File: src/rtl/ahb3lite_led_ctrl.sv
// rtl/ahb3lite_led_ctrl.sv - AHB3-Lite LED register block with atomic set/clear/toggle and blink timer
module ahb3lite_led_ctrl #(
    parameter int          HADDR_SIZE      = 32,
    parameter int          HDATA_SIZE      = 32,
    parameter int          LED_NUM         = 8,
    parameter int          PRESCALER_WIDTH = 24,
    parameter int unsigned PRESCALE_RST    = 999_999
) (
    input  logic                  HCLK,
    input  logic                  HRESETn,
    input  logic                  HSEL,
    input  logic [HADDR_SIZE-1:0] HADDR,
    input  logic [HDATA_SIZE-1:0] HWDATA,
    output logic [HDATA_SIZE-1:0] HRDATA,
    input  logic                  HWRITE,
    input  logic [2:0]            HSIZE,
    input  logic [2:0]            HBURST,
    input  logic [3:0]            HPROT,
    input  logic [1:0]            HTRANS,
    input  logic                  HREADY,
    output logic                  HREADYOUT,
    output logic                  HRESP,
    output logic [LED_NUM-1:0]    led_o,
    output logic                  irq_o
);
    localparam logic [2:0] OFS_LED_OUT = 3'd0;
    localparam logic [2:0] OFS_LED_SET = 3'd1;
    localparam logic [2:0] OFS_LED_CLR = 3'd2;
    localparam logic [2:0] OFS_LED_TGL = 3'd3;
    localparam logic [2:0] OFS_BLINK   = 3'd4;
    localparam logic [2:0] OFS_PRESC   = 3'd5;
    localparam logic [2:0] OFS_CTRL    = 3'd6;
    localparam logic [2:0] OFS_STATUS  = 3'd7;

    typedef enum logic [1:0] {ST_OKAY, ST_ERR1, ST_ERR2} resp_state_t;

    resp_state_t                state, state_nxt;
    logic                       accept, bad_xfer;
    logic                       dp_valid, dp_write;
    logic [2:0]                 dp_ofs;
    logic                       wr_en, w1c;
    logic [LED_NUM-1:0]         led_out, blink_mask, led_bus, wdata_led;
    logic [PRESCALER_WIDTH-1:0] prescale, counter;
    logic [1:0]                 ctrl;
    logic                       expired, expiry;
    logic [HDATA_SIZE-1:0]      rdata;
    logic                       unused_ok;

    // The first error cycle stalls the bus, so no new address phase is taken then.
    assign accept   = HSEL & HREADY & HTRANS[1] & (state != ST_ERR1);
    assign bad_xfer = (HWRITE & (HSIZE != 3'b010)) |
                      ((HSIZE == 3'b010) & (HADDR[1:0] != 2'b00));

    always_ff @(posedge HCLK or negedge HRESETn) begin
        if (!HRESETn) state <= ST_OKAY;
        else          state <= state_nxt;
    end

    always_comb begin
        state_nxt = ST_OKAY;
        HREADYOUT = 1'b1;
        HRESP     = 1'b0;
        case (state)
            ST_ERR1: begin
                state_nxt = ST_ERR2;
                HREADYOUT = 1'b0;
                HRESP     = 1'b1;
            end
            ST_ERR2: begin
                HRESP = 1'b1;
                if (accept && bad_xfer) state_nxt = ST_ERR1;
            end
            default: begin
                if (accept && bad_xfer) state_nxt = ST_ERR1;
            end
        endcase
    end

    always_ff @(posedge HCLK or negedge HRESETn) begin
        if (!HRESETn) begin
            dp_valid <= 1'b0;
            dp_write <= 1'b0;
            dp_ofs   <= '0;
        end else begin
            dp_valid <= accept & ~bad_xfer;
            if (accept) begin
                dp_write <= HWRITE;
                dp_ofs   <= HADDR[4:2];
            end
        end
    end

    assign wr_en     = dp_valid & dp_write;
    assign wdata_led = HWDATA[LED_NUM-1:0];
    assign w1c       = wr_en & (dp_ofs == OFS_STATUS) & HWDATA[0];
    assign expiry    = ctrl[0] & (counter == '0);

    always_comb begin
        led_bus = led_out;
        if (wr_en) begin
            case (dp_ofs)
                OFS_LED_OUT: led_bus = wdata_led;
                OFS_LED_SET: led_bus = led_out | wdata_led;
                OFS_LED_CLR: led_bus = led_out & ~wdata_led;
                OFS_LED_TGL: led_bus = led_out ^ wdata_led;
                default:     led_bus = led_out;
            endcase
        end
    end

    always_ff @(posedge HCLK or negedge HRESETn) begin
        if (!HRESETn) begin
            led_out    <= '0;
            blink_mask <= '0;
            prescale   <= PRESCALER_WIDTH'(PRESCALE_RST);
            counter    <= PRESCALER_WIDTH'(PRESCALE_RST);
            ctrl       <= '0;
            expired    <= 1'b0;
        end else begin
            // Bus result first, blink toggle layered on top; expiry beats a W1C.
            led_out <= led_bus ^ (expiry ? blink_mask : '0);
            expired <= expiry | (expired & ~w1c);
            if (wr_en && dp_ofs == OFS_BLINK) blink_mask <= wdata_led;
            if (wr_en && dp_ofs == OFS_CTRL)  ctrl       <= HWDATA[1:0];
            if (wr_en && dp_ofs == OFS_PRESC) begin
                prescale <= HWDATA[PRESCALER_WIDTH-1:0];
                counter  <= HWDATA[PRESCALER_WIDTH-1:0];
            end else if (!ctrl[0] || counter == '0) begin
                counter <= prescale;
            end else begin
                counter <= counter - PRESCALER_WIDTH'(1);
            end
        end
    end

    always_comb begin
        rdata = '0;
        if (dp_valid && !dp_write) begin
            case (dp_ofs)
                OFS_LED_OUT: rdata[LED_NUM-1:0]         = led_out;
                OFS_BLINK:   rdata[LED_NUM-1:0]         = blink_mask;
                OFS_PRESC:   rdata[PRESCALER_WIDTH-1:0] = prescale;
                OFS_CTRL:    rdata[1:0]                 = ctrl;
                OFS_STATUS:  rdata[0]                   = expired;
                default:     rdata                      = '0;
            endcase
        end
    end

    assign HRDATA    = rdata;
    assign led_o     = led_out;
    assign irq_o     = expired & ctrl[1];
    assign unused_ok = ^{HBURST, HPROT, HADDR[HADDR_SIZE-1:5], HWDATA};

endmodule

File: config.mk
export PLATFORM = sky130hd
export DESIGN_NAME = ahb3lite_led_ctrl
export DESIGN_NICKNAME = d
export VERILOG_FILES = /design/src/rtl/ahb3lite_led_ctrl.sv
export SDC_FILE = /design/constraint.sdc
export NUM_CORES = 1
export LEC_CHECK = 0
export CELL_PAD_IN_SITES_DETAIL_PLACEMENT = 0
export CELL_PAD_IN_SITES_GLOBAL_PLACEMENT = 1
export CORE_AREA = 2 2 109 111
export DETAILED_ROUTE_END_ITERATION = 8
export DIE_AREA = 0 0 111 113
export PLACE_DENSITY_LB_ADDON = 0.1
export SLEW_MARGIN = 0
export SYNTH_ARGS = -nofsm -noshare
export SYNTH_HDL_FRONTEND = slang
export SYNTH_SLANG_ARGS = --single-unit
File: constraint.sdc
create_clock -name HCLK -period 4.5 [get_ports HCLK]
set_input_delay 1.35 -clock HCLK [delete_from_list [all_inputs] [get_ports HCLK]]
set_output_delay 1.35 -clock HCLK [all_outputs]
set_load 0.02 [all_outputs]
==> results by stage, run 1 <==
Drt:
- The residual DRC count is 0.
- In the final routing, the length of wire on met1 measures 4990 um.
- Before antenna repair, the detailed router went through 4 iterations.
- For this block, the initial DRC count from the detailed router was 111.
- The detailed-routed wire length on met2 is 5370 um.
- The number of vias per cell is 5.19.
- After detailed routing, the total wire length is about 11000 um.
- The number of nets with antenna violations after detailed routing is 0.
- The final route contains 3584 vias.
- The average routed wire per standard cell is 15.9 um.
- Detailed routing placed a total of 434 um of wire on met3.
- Signal routing reaches up to met4.

STA:
- For the finished layout, the period the worst path requires is ~4 ns.
- Adding up every negative setup slack in the final design gives 0 ns.
- The number of endpoints failing setup at the final stage is 0.
- After layout, the worst path uses a little under 90% of the clock period.
- The setup skew after layout is between 0.004 and 0.005 ns.
- Measured against its own limit, the worst slew margin works out to 25.4%.
- The count of final max-slew check failures is 0.
- For the pin with the worst max-slew slack, the measured transition is ~1.1 ns.
- Setup repair after global routing left no endpoint under its margin.
- The final hold violation count came to 0.
- The maximum clock frequency is 0.252 GHz.

Setup path:
- Among all stages on the critical path, the largest delay is contributed by sky130_fd_sc_hd__dfrtp_1.
- The number of cell instances on the worst register-to-register path is 6.
- The endpoint type of the worst setup path is an output pin.
- The termination of the worst setup path is HRDATA[8].
- STA puts the critical path data arrival time at 2.61 ns.
- The endpoint identified for the worst register-to-register timing path is counter[12].
- The critical path goes through and3_1, and2_1, clkdlybuf4s50_1.
- The critical path is of the reg -> out type.
- The worst register-to-register path begins at dp_ofs[2].
- For flop-to-flop paths, the worst setup slack is 1.57 ns.
- The sum of buffers and inverters on the critical path is 1.
- The top fanout value on the critical path is 18.
- The family with the most delay on the worst path is flip-flops.
- In this run the number of cells on the critical path is 3.
- The startpoint of the worst setup timing path is dp_ofs[2].
- The largest stage delay on the critical path is 0.85 ns.
- For the worst setup path, the data required time is roughly 3.2 ns.
- STA classifies the critical path startpoint as a flop.

CTS:
- Clock-pin slew was measured on the worst setup and hold paths at about 0.06 ns.
- The source-to-sink clock delay at the later pin of the worst-skew pair is 0.33 ns.
- Counting every sink on the clock net gives 74.
- In this run the post-CTS setup repair buffer count came out at 0.
- The quantity of hold-fixing buffers added after cts is 0.
- The clock root buffer is sky130_fd_sc_hd__clkbuf_16.
- The post-cts sizing count is 0.
- TritonCTS built the clock tree.
- Counting the buffers created by CTS gives 9.
- In this run the number of H-tree levels came out at 3.
- The maximum buffer depth of the clock tree is 2.

Floorplanning:
- The number of primary I/O pins is around 120.
- The region available for standard cell placement spans between 10000 and 15000 sq um.
- The number of cell rows is 39.
- The area of the die is 12500 sq um.
- The die is roughly 110 um tall.
- Once the floorplan was initialized, standard cells occupied 38.6% of the core.
- The horizontal extent of the die is 111 um.

Placed design:
- Input and output buffers added on the ports amount to 72.
- The HPWL after detailed placement is 7540 um.
- The final weighted congestion of routability-driven global placement is 0.784.
- In this run, placement finished with an instance count of between 600 and 700.

Yosys:
- After Yosys synthesis, and, or, nand and nor cells account for 22.1% of the synthesized area.
- The main flop type after synthesis is sky130_fd_sc_hd__dfrtp_1.
- The share of synthesized registers carrying an async set or reset is between 90% and 100%.
- After synthesis the netlist holds a flip-flop and latch count of 74.
- The synthesized netlist devotes 5.47% of its cell area to adder and majority cells.
- The unique cell type count in the Yosys netlist is between 40 and 50.
- During synthesis, Yosys emitted a total of 0 warnings.
- Measured against the total synthesized area, the mux share comes to 6.10%.
- The average instance in the mapped netlist occupies 9.08 sq um.
- After Yosys synthesis, XOR and XNOR cells account for 5.64% of the synthesized area.
- Sequential elements use 43.3% of the synthesized area.
- The count of flip-flops with a built-in enable after synthesis is 0.
- By area, the combinational part of the netlist is dominated by simple AND/OR/NAND/NOR gates.
- The synthesized-area fraction occupied by ao, oa, aoi and oai cells is 11.6%.
- The cell count after synthesis came out at 479.
- The cell area that synthesis handed to floorplanning was about 4300 sq um.

Min path:
- In this run the most critical hold path is launched from prescale[18].
- The min-delay analysis places its worst path in the category reg -> reg.

Cells and area:
- Compared with the post-synthesis result, the final layout area differs by 26.1%.
- The layout cell share with drive strength beyond 1 is a little under an eighth.
- In the layout the commonest cells are 98 x sky130_fd_sc_hd__nand2_1, 71 x sky130_fd_sc_hd__clkdlybuf4s50_1, 50 x sky130_fd_sc_hd__dfrtp_1.
- In the final design database the tool counted approximately 640 nets.
- Excluding fillers, the count of instances in the completed layout stands at 691.
- The number of antenna diodes in the final layout is 0.
- The most common cell after layout, fill and taps aside is sky130_fd_sc_hd__nand2_1.

Pwr:
- The leakage component of the power is 2.36 nW.
- The worst voltage drop across the vdd grid is 0.000254 V.
- Power spread over the standard cell area amounts to 523 nW/um^2.

Run:
- Across the run, the number of max-cap violations was 0.

Global route:
- Entering global routing, the biggest net connects 45 pins.
- The total global-route track usage is 18.3%.
- The number of global-route vias before repair came to 3649.
- The number of antenna violations at the first check in global routing is 0.
- The global-route wire length before repair is 18400 um.
- After global routing the overflow that remains totals 0.

Status:
- The run finished with clean final reports.
[layout make-up]
| type | count | area [sq um] |
|---|---|---|
| Inverter | 23 | 86.3 |
| Timing Repair Buffer | 78 | 773 |
| Fill cell | 1117 | 5790 |
| Clock inverter | 5 | 77.6 |
| Clock buffer | 11 | 243 |
| Multi-Input combinational cell | 357 | 2240 |
| Sequential cell | 74 | 1880 |
| Tap cell | 143 | 179 |
[state kept, by name (all words and copies together), names as in the netlist]
signal / count
led_o: 8
dp_valid: 1
ctrl: 2
expired: 1
blink_mask: 8
dp_write: 1
prescale: 24
dp_ofs: 3
counter: 24
state: 2
[where the power goes]
| group | leakage [nW] | switching, W | internal, W |
|---|---|---|---|
| registers | 0.817 | 0.000221 | 0.000941 |
| clock network | 0.156 | 0.000280 | 0.000499 |
| logic | 1.39 | 0.000472 | 0.000454 |
[worst min path at each step]
stage	cells after the start	end	slack (ns)
5_1_grt	2	prescale[16]	0.51
4_1_cts	2	prescale[9]	0.49
6_report	2	prescale[18]	0.48
3_3_place_gp	2	prescale[16]	0.47
3_5_place_dp	2	prescale[10]	0.47
2_1_floorplan	2	prescale[10]	0.46
[synth_stat cells (4+ instances only)]
master | number | area (sq um)
sky130_fd_sc_hd__nor2_1 | 33 | 124
sky130_fd_sc_hd__a2bb2oi_1 | 8 | 70.1
sky130_fd_sc_hd__buf_1 | 6 | 22.5
sky130_fd_sc_hd__o22ai_1 | 8 | 50.1
sky130_fd_sc_hd__o211ai_1 | 12 | 90.1
sky130_fd_sc_hd__nand2_1 | 98 | 368
sky130_fd_sc_hd__and2_1 | 17 | 106
sky130_fd_sc_hd__nand4_1 | 5 | 31.3
sky130_fd_sc_hd__buf_4 | 9 | 67.6
sky130_fd_sc_hd__o21ai_0 | 14 | 70.1
sky130_fd_sc_hd__ha_1 | 19 | 238
sky130_fd_sc_hd__nor4_1 | 7 | 43.8
sky130_fd_sc_hd__clkbuf_1 | 13 | 48.8
sky130_fd_sc_hd__a21oi_1 | 7 | 35.0
sky130_fd_sc_hd__dfrtp_1 | 50 | 1250
sky130_fd_sc_hd__xnor2_1 | 13 | 114
sky130_fd_sc_hd__inv_1 | 23 | 86.3
sky130_fd_sc_hd__a31oi_1 | 6 | 37.5
sky130_fd_sc_hd__dfstp_2 | 24 | 631
sky130_fd_sc_hd__nor3_1 | 4 | 20.0
sky130_fd_sc_hd__xor2_1 | 15 | 131
sky130_fd_sc_hd__mux2i_1 | 13 | 130
sky130_fd_sc_hd__mux2_2 | 12 | 135
sky130_fd_sc_hd__o221ai_1 | 11 | 96.3
sky130_fd_sc_hd__nand3_1 | 18 | 90.1
sky130_fd_sc_hd__nand2b_1 | 4 | 25.0
[worst reg2reg max path: stages, from the launching register on]
cell and delay (ns):
sky130_fd_sc_hd__dfrtp_1 0.85, sky130_fd_sc_hd__buf_4 0.28, sky130_fd_sc_hd__and3_1 0.23, sky130_fd_sc_hd__nand2_1 0.10
sky130_fd_sc_hd__or2_2 0.60, sky130_fd_sc_hd__nand2_1 0.50, sky130_fd_sc_hd__o221ai_1 0.22
[metrics by stage]
| stage | hold WS (ns) | utilization, % | cell area, sq um | setup slack, ns | total power, W |
|---|---|---|---|---|---|
| after floorplan | 0.455 | - | 4380 | 1.38 | 0.00180 |
| after global placement | 0.474 | 45.8 | 5160 | 0.868 | 0.00208 |
| after detailed placement | 0.475 | 45.8 | 5160 | 0.879 | 0.00210 |
| after CTS | 0.485 | 48.7 | 5490 | 0.504 | 0.00290 |
| after global routing | 0.507 | 48.7 | 5490 | 0.424 | 0.00308 |
| final | 0.482 | 48.7 | 5490 | 0.539 | 0.00287 |
[layer usage]
metal  GRT usage (%)  vias to the layer above
met5               0                        -
met4            6.08                        0
met3            3.96                       17
met2            31.5                       68
met1            23.1                     1741
li1                -                     1758
[kinds of logic after synthesis]
logic type / after synthesis
xor gates and xnor gates: 28
DFF: 74
other: 1
AOI/OAI and AO/OA: 72
muxes: 25
and+or+nand+nor: 205
buffers and inverters: 55
adders and majority gates: 19
Note: power is estimated with default switching activity, not from simulation.
==> run 2: changes to the inputs <==
CTS_CLUSTER_DIAMETER = 150   (was default)
==> results of run 2 <==
Final layout, timing and power as in run 1 (identical DEF).
==> run 3: changes to the inputs <==
CORE_AREA = 2 2 104 106   (was 2 2 109 111)
DIE_AREA = 0 0 106 108   (was 0 0 111 113)
DONT_BUFFER_PORTS = 1   (was default)
RECOVER_POWER = 50   (was default)
clock period = 3.2 ns   (was 4.5 ns; I/O delays follow)
==> results by stage, run 3 (same netlist as run 1, synthesis figures left out) <==
Cells and area:
- The number of antenna repair diodes came to 0 (unchanged).
- The multi-input combinational cell area is 2240 sq um (unchanged).
- The most common cell after layout, fill and taps aside was sky130_fd_sc_hd__nand2_1 (unchanged).
- The number of nets at the end of the flow came to 576 (was 643).
- The layout cell share with drive strength beyond 1 is 14.3% (was 11.9%).
- The sequential cell area is 1880 sq um (unchanged).
- The non-filler instance count after layout is 617 (was 691).
- The layout overhead on the synthesized area came to 7.71% (was 26.1%).
- The count of filler cells inserted in the layout is 1037 (was 1117).
- Biggest registers after layout: counter x24, prescale x24 (unchanged).
- Most frequent cells in the layout: 98 x sky130_fd_sc_hd__nand2_1, 50 x sky130_fd_sc_hd__dfrtp_1, 32 x sky130_fd_sc_hd__nor2_1 (was 98 x sky130_fd_sc_hd__nand2_1, 71 x sky130_fd_sc_hd__clkdlybuf4s50_1, 50 x sky130_fd_sc_hd__dfrtp_1).

STA:
- The number of endpoints failing setup at the final stage came to 0 (unchanged).
- The setup skew after layout was 0.0105 ns (was 0.00491 ns).
- The smallest clock period supported by the final layout is computed as 2.99 ns.
- RSZ-0062 raised after global routing: no (unchanged).
- The worst hold margin was 0.298 ns (was 0.482 ns).
- The final hold violation count came to 0 (unchanged).
- The worst-case headroom to the max-slew limit is 52.6% (was 25.4%).
- Dividing the final minimum period by the clock period gives 93.3%.
- The actual slew at the worst max-slew pin came to 0.708 ns (was 1.12 ns).
- For this run, the top clock speed supported by timing is 0.335 GHz.
- The count of final max-slew check failures is 0 (unchanged).
- The setup total negative slack is 0 ns (unchanged).

Placed design:
- The number of instances in the placed design is 601 (was 675).
- The final weighted congestion of routability-driven global placement came to 0.795 (was 0.784).
- The HPWL reported at the end of detailed placement is 7090 um (was 7540 um).
- The count of input and output buffers is 0 (was 72).

Global route:
- The number of global-route vias before repair is 3390 (was 3649).
- The largest net degree at the start of global routing is 75 (was 45).
- The number of antenna violations at the first check in global routing is 0 (unchanged).
- The total global-route track usage is 18.8% (was 18.3%).
- The total congestion overflow is 0 (unchanged).
- The global-route wire length before repair is 16900 um (was 18400 um).

Drt:
- The number of nets with antenna violations after detailed routing was 0 (unchanged).
- The total via count in the routed design is 3309 (was 3584).
- The first-pass iteration count of the detailed router was 5 (was 4).
- The overall routed net length was 10000 um (was 11000 um).
- The average routed wire per standard cell is 16.3 um (was 15.9 um).
- The DRC violation total after the first TritonRoute iteration came to 113 (was 111).
- The number of vias per cell is 5.36 (was 5.19).
- The residual DRC count is 0 (unchanged).

Pwr:
- The clock network fraction of design power is 22.8% (was 27.2%).
- The power density normalized to cell area is 766 nW/um^2 (was 523 nW/um^2).
- The proportion of total power due to net switching came to 35.7% (was 33.9%).
- The worst voltage drop across the vdd grid is 0.000218 V (was 0.000254 V).
- The sequential cell fraction of total power is 47.3% (was 40.5%).
- The internal power component is 0.00230 W (was 0.00189 W).
- The power share of the combinational group is 29.9% (was 32.3%).
- The leakage component of the power is 2.07 nW (was 2.36 nW).
- The switching component of the power is 0.00128 W (was 0.000972 W).

Setup path:
- The top fanout value on the critical path was 14 (was 18).
- The setup slack of the most critical reg-to-reg path is 0.95 ns (was 1.57 ns).
- The data arrival at the endpoint of the critical path is 2.03 ns (was 2.61 ns).
- The critical path class is reg -> out (unchanged).
- The data required time at the worst endpoint is 2.24 ns (was 3.15 ns).
- The launch instance of the worst register-to-register path is counter[13] (was dp_ofs[2]).
- The number of cell instances on the worst register-to-register path is 5 (was 6).
- The endpoint type of the worst setup path is an output pin (unchanged).
- The type of element launching the critical path is a flop (unchanged).
- The reg-to-reg critical path endpoint is counter[12] (unchanged).

CTS:
- The clock root buffer is sky130_fd_sc_hd__clkbuf_8 (was sky130_fd_sc_hd__clkbuf_16).
- The clock-pin slew of the registers on the worst-case setup and hold paths was 0.08 ns (was 0.06 ns).
- The TritonCTS clock tree is built (unchanged).
- The H-tree level count is 3 (unchanged).
- The number of buffers created by CTS is 9 (unchanged).
- The clock sink total came to 74 (unchanged).
- The source-to-sink clock delay at the later pin of the worst-skew pair is 0.35 ns (was 0.33 ns).
- The post-cts sizing count came to 0 (unchanged).
- The buffers inserted during post-CTS setup optimization was 0 (unchanged).
- The maximum buffer depth of the clock tree came to 2 (unchanged).
- The quantity of hold-fixing buffers added after cts is 0 (unchanged).

Run:
- The count of max-cap constraint violations is 0 (unchanged).

Status:
- Outcome: complete, no violations (unchanged).

Floorplanning:
- The overall die height is 108 um (was 113 um).
- The number of primary I/O pins was 124 (unchanged).
- The horizontal extent of the die was 106 um (was 111 um).
- The area of the die is 11400 sq um (was 12500 sq um).
- The number of cell rows is 37 (was 39).
- The placeable core area is 10200 sq um (was 11300 sq um).
- The starting density of the core is 42.5% (was 38.6%).

Min path:
- The type of the tightest min-delay check is in -> async (was reg -> reg).
[run 3: power by group through the flow]
stage	clock network (W)	registers, W	logic (W)
5_1_grt	0.000877	0.00176	0.00124
4_1_cts	0.000836	0.00170	0.00109
3_5_place_dp	0	0.00172	0.00108
2_1_floorplan	0	0.00160	0.000932
6_report	0.000816	0.00170	0.00107
3_3_place_gp	0	0.00171	0.00106
[run 3: worst max path at each step]
stage / depth (start not counted) / slack (ns) / to / from
final: 4 / 0.21 / HRDATA[6] / dp_ofs[2]
after global routing: 4 / 0.02 / HRDATA[6] / dp_ofs[2]
after CTS: 4 / 0.16 / HRDATA[23] / dp_write
after detailed placement: 4 / 0.56 / HRDATA[23] / dp_write
after global placement: 2 / 0.60 / HRDATA[8] / dp_ofs[0]
after floorplan: 5 / 0.47 / HRDATA[2] / dp_ofs[0]
[run 3: final cells by class]
| class | instances | area share, % |
|---|---|---|
| clock buffers | 11 | 3.02 |
| well taps | 136 | 3.63 |
| flip-flops and latches | 74 | 40.2 |
| inverters | 23 | 1.84 |
| multi-input cells | 357 | 47.9 |
| repair buffers | 11 | 1.76 |
| clock inverters | 5 | 1.66 |
[run 3: metrics by stage]
stage	area (sq um)	total power, W	setup slack [ns]	utilization [%]
floorplan	4380	0.00254	0.474	-
global placement	4470	0.00277	0.602	43.6
detailed placement	4470	0.00280	0.557	43.6
CTS	4680	0.00363	0.163	45.8
global route	4680	0.00387	0.0179	45.8
finish	4680	0.00359	0.214	45.8
[run 3: routing by layer]
metal | global-route usage (%) | part of all wire (%) | vias up
met5 | 0 | 0 | -
met2 | 31.6 | 48 | 81
met1 | 23.7 | 45 | 1593
met3 | 4.46 | 5.2 | 13
li1 | - | - | 1622
met4 | 6.77 | 1.7 | 0
[run 3: worst max-delay path, cell delays in order (launching register included)]
cell and delay, ns:
sky130_fd_sc_hd__dfrtp_1 0.63, sky130_fd_sc_hd__buf_4 0.30, sky130_fd_sc_hd__nand2b_1 0.15, sky130_fd_sc_hd__nand2_1 0.17, sky130_fd_sc_hd__nor2_1 0.42
